`src/rtl/wpa_pkg.sv`:
```
// Shared types and wildcard decode constants for the wildcard priority arbiter.
package wpa_pkg;

    localparam int unsigned CODE_W = 3;
    localparam int unsigned CNT_W  = 8;

    typedef enum logic [1:0] {
        CLS_DEF = 2'd0,
        CLS_P3  = 2'd1,
        CLS_P2  = 2'd2,
        CLS_P1  = 2'd3
    } cls_e;

    typedef enum logic {
        IDLE  = 1'b0,
        GRANT = 1'b1
    } state_e;

    // A code matches a rule when the bits selected by MSK equal PAT.
    localparam logic [CODE_W-1:0] PAT_P1 = 3'b000;
    localparam logic [CODE_W-1:0] MSK_P1 = 3'b100;
    localparam logic [CODE_W-1:0] PAT_P2 = 3'b100;
    localparam logic [CODE_W-1:0] MSK_P2 = 3'b110;
    localparam logic [CODE_W-1:0] PAT_P3 = 3'b111;
    localparam logic [CODE_W-1:0] MSK_P3 = 3'b111;

endpackage

```
`src/rtl/wpa_classify.sv`:
```
// Combinational wildcard decode of one command code into a priority class.
module wpa_classify
    import wpa_pkg::*;
(
    input  logic [CODE_W-1:0] code,
    output cls_e              cls_c
);

    // Equality (not casez) so an unknown compared bit never counts as a match.
    always_comb begin
        cls_c = CLS_DEF;
        if ((code & MSK_P1) == PAT_P1) begin
            cls_c = CLS_P1;
        end else if ((code & MSK_P2) == PAT_P2) begin
            cls_c = CLS_P2;
        end else if ((code & MSK_P3) == PAT_P3) begin
            cls_c = CLS_P3;
        end
    end

endmodule

```
`src/rtl/wildcard_prio_arbiter.sv`:
```
// Class-priority arbiter with round-robin inside a class, grant hold until done,
// and a forced release after HOLD_MAX cycles.
module wildcard_prio_arbiter
    import wpa_pkg::*;
#(
    parameter int unsigned N_REQ    = 4,
    parameter int unsigned HOLD_MAX = 8
) (
    input  logic                       clk,
    input  logic                       rst_n,
    input  logic [N_REQ-1:0]           req,
    input  logic [N_REQ*CODE_W-1:0]    code,
    input  logic                       done,
    output logic [N_REQ-1:0]           gnt,
    output logic [$clog2(N_REQ)-1:0]   gnt_id,
    output logic [1:0]                 gnt_class,
    output logic                       busy,
    output logic                       timeout
);

    localparam int unsigned ID_W = $clog2(N_REQ);
    localparam logic [CNT_W-1:0] HOLD_LAST = CNT_W'(HOLD_MAX - 1);

    cls_e              cls_c [N_REQ];
    cls_e              max_cls;
    logic [ID_W-1:0]   win_id;
    logic              win_found;

    state_e            state_q, state_d;
    cls_e              gnt_class_q, gnt_class_d;
    logic [ID_W-1:0]   rr_ptr_q, rr_ptr_d;
    logic [CNT_W-1:0]  hold_cnt_q, hold_cnt_d;
    logic [N_REQ-1:0]  gnt_d;
    logic [ID_W-1:0]   gnt_id_d;
    logic              busy_d;
    logic              timeout_d;
    logic              gnt_req;
    logic [ID_W-1:0]   next_ptr;

    for (genvar g = 0; g < int'(N_REQ); g++) begin : g_cls
        wpa_classify u_classify (
            .code  (code[g*CODE_W +: CODE_W]),
            .cls_c (cls_c[g])
        );
    end

    // Highest class among active requests, then first match at or after rr_ptr.
    always_comb begin
        max_cls   = CLS_DEF;
        win_id    = '0;
        win_found = 1'b0;
        for (int i = 0; i < int'(N_REQ); i++) begin
            if (req[i] && (cls_c[i] > max_cls)) begin
                max_cls = cls_c[i];
            end
        end
        for (int k = 0; k < int'(N_REQ); k++) begin
            int idx;
            idx = int'(rr_ptr_q) + k;
            if (idx >= int'(N_REQ)) begin
                idx = idx - int'(N_REQ);
            end
            if (!win_found && req[idx] && (cls_c[idx] == max_cls)) begin
                win_found = 1'b1;
                win_id    = ID_W'(idx);
            end
        end
    end

    assign gnt_req  = req[gnt_id];
    assign next_ptr = (gnt_id == ID_W'(N_REQ - 1)) ? '0 : gnt_id + ID_W'(1);

    // Next-state and registered-output decode.
    always_comb begin
        state_d     = state_q;
        gnt_d       = gnt;
        gnt_id_d    = gnt_id;
        gnt_class_d = gnt_class_q;
        busy_d      = busy;
        timeout_d   = 1'b0;
        rr_ptr_d    = rr_ptr_q;
        hold_cnt_d  = hold_cnt_q;
        case (state_q)
            IDLE: begin
                if (|req) begin
                    state_d     = GRANT;
                    gnt_d       = N_REQ'(1) << win_id;
                    gnt_id_d    = win_id;
                    gnt_class_d = max_cls;
                    busy_d      = 1'b1;
                    hold_cnt_d  = '0;
                end
            end
            GRANT: begin
                if (done || !gnt_req || (hold_cnt_q == HOLD_LAST)) begin
                    state_d   = IDLE;
                    gnt_d     = '0;
                    busy_d    = 1'b0;
                    rr_ptr_d  = next_ptr;
                    timeout_d = !done && gnt_req;
                end else begin
                    hold_cnt_d = hold_cnt_q + CNT_W'(1);
                end
            end
        endcase
    end

    always_ff @(posedge clk) begin
        if (!rst_n) begin
            state_q     <= IDLE;
            gnt         <= '0;
            gnt_id      <= '0;
            gnt_class_q <= CLS_DEF;
            busy        <= 1'b0;
            timeout     <= 1'b0;
            rr_ptr_q    <= '0;
            hold_cnt_q  <= '0;
        end else begin
            state_q     <= state_d;
            gnt         <= gnt_d;
            gnt_id      <= gnt_id_d;
            gnt_class_q <= gnt_class_d;
            busy        <= busy_d;
            timeout     <= timeout_d;
            rr_ptr_q    <= rr_ptr_d;
            hold_cnt_q  <= hold_cnt_d;
        end
    end

    assign gnt_class = gnt_class_q;

endmodule

```
`config.mk`:
```
export PLATFORM = sky130hd
export DESIGN_NAME = wildcard_prio_arbiter
export DESIGN_NICKNAME = d
export VERILOG_FILES = /design/src/rtl/wpa_pkg.sv /design/src/rtl/wpa_classify.sv /design/src/rtl/wildcard_prio_arbiter.sv
export SDC_FILE = /design/constraint.sdc
export NUM_CORES = 1
export LEC_CHECK = 0
export ABC_AREA = 1
export CORE_ASPECT_RATIO = 1.1
export CORE_MARGIN = 8
export CORE_UTILIZATION = 45
export CTS_BUF_LIST = sky130_fd_sc_hd__clkbuf_4
export DETAILED_ROUTE_END_ITERATION = 8
export PLACE_DENSITY = 0.67
export SLEW_MARGIN = 20
export SYNTH_ARGS = -nofsm -noshare
export SYNTH_HDL_FRONTEND = slang
export SYNTH_SLANG_ARGS = --single-unit
```
`constraint.sdc`:
```
create_clock -name clk -period 3.5 [get_ports clk]
set_input_delay 0.35 -clock clk [delete_from_list [all_inputs] [get_ports clk]]
set_output_delay 0.35 -clock clk [all_outputs]
set_load 0.03 [all_outputs]
```
* Word-level counts from Yosys, hierarchy flattened
Cells that the tools add are included.
Widths: inputs -> output; s select.
** Operators by class
- Eq/ne operators :: 17
- Reductions and logical operators :: 29
- Div/mod/pow operators :: 0
- $mul :: 0
- Bitwise logic cells :: 5
- Mux-type cells :: 66
- Add/subtract/negate cells :: 9
- Shift-type cells :: 1
- Magnitude comparators :: 17
** Operators with widths (number)
- $ge 32x3->1 const B :: 4
- $lt 32x4->1 const B :: 4
- $mux 32 :: 4
- $not 32->32 :: 4
- $mux 2 :: 25
- $mux 1 :: 20
- $bmux 2 s2 :: 4
- $mux 8 :: 2
- $pmux 8 s2 :: 1
- $eq 3x3->1 const B :: 4
- $logic_and 1x1->1 :: 12
- $logic_not 3->1 :: 4
- $sub 3x3->4 const B :: 3
- $bmux 1 s2 :: 5
- $eq 2x2->1 const B :: 5
- $ge 3x3->1 const B :: 3
- $add 8x1->8 const B :: 1
- $eq 2x2->1 :: 4
- $eq 8x3->1 const B :: 1
- $mux 4 :: 2
- $pmux 4 s2 :: 1
- $reduce_and 2->1 :: 4
- $add 2x2->3 const B :: 2
- $gt 2x2->1 :: 3
- 15 further kinds :: 22
** Word-level totals
- Memories kept :: 0
- Logic and storage cells :: 152
- Memory bits (writable) :: 0
- Latch bits :: 0
- Bits in registers :: 21
- Memory bits (read-only) :: 0
- Bits of input ports :: 19

* Longest topological paths before layout
- Depth in word-level cells :: 34
- Mapped depth :: 29

* Hierarchy
Synthesis repeated with hierarchy kept, for this count alone.
** Unflattened totals
- Cell total of the unflattened synthesis :: 309
- Area total of the unflattened synthesis :: 1853.0 um2
** By module, submodules not included
- wildcard_prio_arbiter :: instances 1, cells each 297, area an instance 1808.0 um2
- wpa_classify :: instances 4, cells each 3, area an instance 11.3 um2

* Worst setup path before layout
Ideal clock, no wire load.
- Path type :: input to register
- Start point :: input code[5]
- End point :: register gnt[0]
- Stages :: 23
- Setup time :: 0.073 ns
- Arrival :: 3.123 ns
- Data required time :: 3.427 ns
- Path buffers :: 0
- Setup slack :: 0.304 ns
- Cells stage by stage :: a21boi_1 ha_1 a21oi_2 nand2_1 nand2_1 nand3_1 nand2_1 nand2_2 ha_1 nand2_1 nand2_1 nor2_2 inv_1 or2_1 nand2_1 nand2_1 nand2_1 nand2_2 nand2_2 nand2_1 o21ai_1 nand3_1 a21oi_1
** Between the ends
- Word-level cells in the longest chain between the ends :: 31
** Ends and longest elaborated chain
- start: declaration :: RTL line wildcard_prio_arbiter.sv:12 : input logic [N_REQ*CODE_W-1:0] code,
- $eq 3x3->1 :: RTL line wpa_classify.sv:16 : end else if ((code & MSK_P3) == PAT_P3) begin
- $mux 1 :: RTL line wpa_classify.sv:16
- $mux 2 :: RTL line wpa_classify.sv:14 : end else if ((code & MSK_P2) == PAT_P2) begin
- $mux 2 * :: RTL line wpa_classify.sv:12 : if ((code & MSK_P1) == PAT_P1) begin
- $gt 2x2->1 :: RTL line wildcard_prio_arbiter.sv:53 : if (req[i] && (cls_c[i] > max_cls)) begin
- $logic_and 1x1->1 :: RTL line wildcard_prio_arbiter.sv:53
- $mux 2 :: RTL line wildcard_prio_arbiter.sv:53
- $gt 2x2->1 :: RTL line wildcard_prio_arbiter.sv:53
- (+13 left out)
- $logic_and 1x1->1 (2 in a row) :: RTL line wildcard_prio_arbiter.sv:63 : if (!win_found && req[idx] && (cls_c[idx] == max_cls)) begin
- $mux 1 :: RTL line wildcard_prio_arbiter.sv:63
- $logic_not 1->1 :: RTL line wildcard_prio_arbiter.sv:63
- $logic_and 1x1->1 (2 in a row) :: RTL line wildcard_prio_arbiter.sv:63
- $mux 2 * :: RTL line wildcard_prio_arbiter.sv:63
- $shl 1x2->4 * :: RTL line wildcard_prio_arbiter.sv:87 : gnt_d = N_REQ'(1) << win_id;
- $mux 4 * :: RTL line wildcard_prio_arbiter.sv:85 : if (|req) begin
- $pmux 4 s2 * :: RTL line wildcard_prio_arbiter.sv:83 : case (state_q)
- end signal: assignment :: RTL line wildcard_prio_arbiter.sv:120 : gnt <= gnt_d;
- end: declaration :: RTL line wildcard_prio_arbiter.sv:14 : output logic [N_REQ-1:0] gnt,
Mark *: on every way between the ends. The rest lies on a longest branch, timed or not. The select of a mux whose other input is x is not followed.
A chain may end at the register's enable or synchronous reset.

* Worst setup path in the final report
- Start point :: input code[2]
- End point :: register gnt[1]
** Between the ends
- Word-level cells in the longest chain between the ends :: 34
** Ends and longest elaborated chain (RTL line)
- $eq 3x3->1 :: wpa_classify.sv:16
- $mux 1 :: wpa_classify.sv:16
- $mux 2 :: wpa_classify.sv:14
- $mux 2 * :: wpa_classify.sv:12
- $gt 2x1->1 :: wildcard_prio_arbiter.sv:53
- $logic_and 1x1->1 :: wildcard_prio_arbiter.sv:53
- $mux 2 :: wildcard_prio_arbiter.sv:53
- $gt 2x2->1 :: wildcard_prio_arbiter.sv:53
- (+16 left out)
- $logic_and 1x1->1 (2 in a row) :: wildcard_prio_arbiter.sv:63
- $mux 1 :: wildcard_prio_arbiter.sv:63
- $logic_not 1->1 :: wildcard_prio_arbiter.sv:63
- $logic_and 1x1->1 (2 in a row) :: wildcard_prio_arbiter.sv:63
- $mux 2 * :: wildcard_prio_arbiter.sv:63
- $shl 1x2->4 * :: wildcard_prio_arbiter.sv:87
- $mux 4 * :: wildcard_prio_arbiter.sv:85
- $pmux 4 s2 * :: wildcard_prio_arbiter.sv:83
Marks and branches as above.

==> flow_summary_export.csv <==
group,metric,value,unit
cells_and_area,regArea,420.4,um^2
sta,slew_violations,0,
sta,worstMarginPinSlew,0.5796,ns
synth,avgSynthCellArea,5.920,um^2
grt,grt_max_degree,18,
synth,ys_seq_area_share,23.51,%
grt,grt_antenna_before_repair,0,
sta,min_period_over_period,90.87,%
hold_path,whs_endpoint,"gnt[2]$_SDFFE_PN0P_",
cells_and_area,fill_cells,356,
routing,dr.pass1.iters,4,
routing,drt_iter0_drc,115,
sta,fin_setup_tns,0,ns
place,io_buffers,28,
outcome,outcome,"completed",
floorplanning,rows,24,
critical_path,crit_type,"in -> reg",
power_and_ir_drop,power.total,1.258,mW
critical_path,cp_max_fo,4,
synth,syn_nets,327,
power_and_ir_drop,power-per-cell-area,491.0,mW/mm^2
power_and_ir_drop,vdd_ir_drop_max,340.4,uV
sta,finalSetupViolations,0,
routing,drc_errors,0,
synth,synth_flop_cell,"dfxtp_1",
sta,period_minus_slack,3.180,ns
grt,grt_pass1_vias,1923,
clock_tree,clkTransAtPathRegs,0.11,ns
routing,vias,2056,
sta,timing.final.ws_setup,0.3196,ns
synth,synth.area.top_cells,"dfxtp_1 24%, nand2_1 19%, nand3_1 8.7%",
synth,ys_types,35,
sta,fmax,314.4,MHz
flow_run,drv_cap,0,
clock_tree,max-clock-path-buffers,2,
sta,holdWs,0.4721,ns
floorplanning,die_width,76.10,um
sta,finalClockSkew,0.002310,ns
hold_path,hold_path_depth,2,
clock_tree,cts_made_buffers,3,
critical_path,r2r-end,"gnt[1]$_SDFFE_PN0P_",
grt,grt_usage,15.06,%
synth,yosysWarnings,0,
hold_path,hold_path_class,"reg -> reg",
synth,syn_area,0.001788,mm^2
critical_path,r2r.worst_path.cells,13,
cells_and_area,antenna_cells,0,
cells_and_area,syn_to_final_growth,43.32,%
routing,ant_nets,0,
cells_and_area,multiInputGateArea,0.001404,mm^2
clock_tree,tritoncts,"built",
place,dp_hpwl,3750,um
floorplanning,core,0.003904,mm^2
floorplanning,die_h,82.11,um
floorplanning,dieArea,0.006249,mm^2
floorplanning,initial_core_util,45.80,%
synth,yosysTopAreaCell,"dfxtp_1",
routing,post_drt_wl_per_cell,12.40,um
place,dp_slack,-0.4138,ns
place,gp_routability_congestion,0.8796,
sta,relSlewSlack,61.31,%
synth,yosysTopAreaCellShare,23.51,%
sta,grt_setup_unrepaired,"no",
routing,vias_per_cell,5.077,
critical_path,r2r_slack,0.77,ns
critical_path,cp.required,3.75,ns
routing,wl,5021,um
critical_path,cp-start-kind,"input pin",
cells_and_area,layout.nets,379,
cells_and_area,fin_area,0.002562,mm^2
floorplanning,pin_count,29,
clock_tree,worstSkewPairLatency,0.31,ns
clock_tree,root_buffer,"clkbuf_4",
critical_path,end_kind,"flop",
critical_path,r2r-start,"rr_ptr_q[0]$_SDFFE_PN0P_",
grt,grt_pass1_wl,8045,um
clock_tree,cts_max_level,1,
critical_path,cp.arrival,3.43,ns
synth,synth-edff-count,0,
cells_and_area,drive_above_1_share,28.05,%
grt,grt_overflow,0,
hold_path,holdCritStartpoint,"gnt[2]$_SDFFE_PN0P_",
synth,syn_inst,302,
synth,synthArstFlopShare,0,%
power_and_ir_drop,power_leakage,1.221,nW
synth,synth_seq_cells,21,
place,place_area,0.002227,mm^2
sta,hold_viol_final,0,
clock_tree,cts.sink_count,21,
routing by layer:
metal | GRT usage [%] | up-vias | wire length, um
li1 | - | 1088 | -
met1 | 15.75 | 926 | 2206
met2 | 30.51 | 32 | 2576
met3 | 2.056 | 10 | 161
met4 | 5.192 | 0 | 78
met5 | 0 | - | 0
through the flow:
step           util, %  std cells
3_3_place_gp     57.05        395
3_5_place_dp     57.05        395
5_1_grt          65.64        405
6_report         65.64        405
4_1_cts          58.53        400
2_1_floorplan        -        302
cell usage in the layout (no fill, tap or decap), types with 11 or more instances in the layout:
master,netlist,final
o21ai_0,26,26
a21oi_1,18,15
dfxtp_1,21,21
clkdlybuf4s50_1,0,21
nand3_2,1,11
inv_1,37,35
nor2_1,18,17
nand2_1,91,68
nand2_2,7,24
buf_4,2,22
nand3_1,31,21
worst max-delay path, cell delays in order:
cell and delay, ns:
dlymetal6s2s_1 0.16, nand2_1 0.12, nand2_2 0.09, ha_4 0.29, nand2_1 0.07, nand2_2 0.11, nand2_4 0.07, nand2_2 0.09
nand3_2 0.07, nand2_2 0.08, nand2_2 0.05, ha_1 0.28, nand2_1 0.07, nand2_2 0.06, nor2_4 0.16, buf_6 0.13
nand2_2 0.06, nand3_2 0.06, nand2_1 0.06, nor2_2 0.15, nand2_2 0.08, nor2_4 0.17, nand3_2 0.11, nand2_2 0.09
nand2_2 0.06, nor2_4 0.11, nand3_2 0.08, a21oi_2 0.13
registers in the layout (all words and copies together), names as in the netlist:
name and cells:
hold_cnt_q 8, timeout 1, state_q 1, gnt 4, gnt_class 2, gnt_id 2
busy 1, rr_ptr_q 2
how the worst max path moves through the flow:
stage            start                   to  slack (ns)  depth (start not counted)
2_1_floorplan  code[5]  gnt[0]$_SDFFE_PN0P_        0.30                         23
3_3_place_gp   code[1]  gnt[2]$_SDFFE_PN0P_       -0.38                         25
3_5_place_dp   code[1]  gnt[2]$_SDFFE_PN0P_       -0.41                         25
4_1_cts        code[2]  gnt[0]$_SDFFE_PN0P_        0.04                         27
5_1_grt        code[2]  gnt[1]$_SDFFE_PN0P_        0.06                         28
6_report       code[2]  gnt[1]$_SDFFE_PN0P_        0.32                         28
logic make-up (layout without fill, tap and decap cells):
family | after synthesis | count (layout) | share of synthesized area (%)
AO/OA/AOI/OAI | 60 | 60 | 18.62
XOR/XNOR | 2 | 2 | 1.400
buffers and inverters | 47 | 98 | 11.13
adder cells (fa/ha/maj) | 6 | 6 | 4.199
flip-flops | 21 | 21 | 23.51
AND/OR/NAND/NOR | 166 | 166 | 41.15
power breakdown:
part	internal, mW	switching, mW	leakage [nW]
sequential	0.274	0.0405	0.172
clock	0.0427	0.0735	0.0177
combinational	0.335	0.492	1.03
cells in the mapped netlist (all sizes together), types with 2 or more instances:
| cell type | n |
|---|---|
| a21boi | 2 |
| a21oi | 19 |
| buf | 4 |
| dfxtp | 21 |
| ha | 6 |
| inv | 41 |
| nand2 | 98 |
| nand3 | 32 |
| nand3b | 2 |
| nor2 | 26 |
| nor3 | 2 |
| o21ai | 34 |
| or2 | 3 |
| xor2 | 2 |
timing repair:
action,4_1_cts,5_1_grt
hold buffers,0,0
endpoints found under the setup margin,4,6
resized for setup,5,63
setup buffers,1,5
pin swaps,4,35
layout make-up:
| cell class | count | area share, % |
|---|---|---|
| multi-input cells | 234 | 54.79 |
| repair buffers | 52 | 18.95 |
| flip-flops and latches | 21 | 16.41 |
| inverters | 42 | 6.250 |
| well taps | 52 | 2.539 |
| clock buffers | 3 | 0.8789 |
| clock inverters | 1 | 0.1953 |
Power figures use the tool's default switching activity.
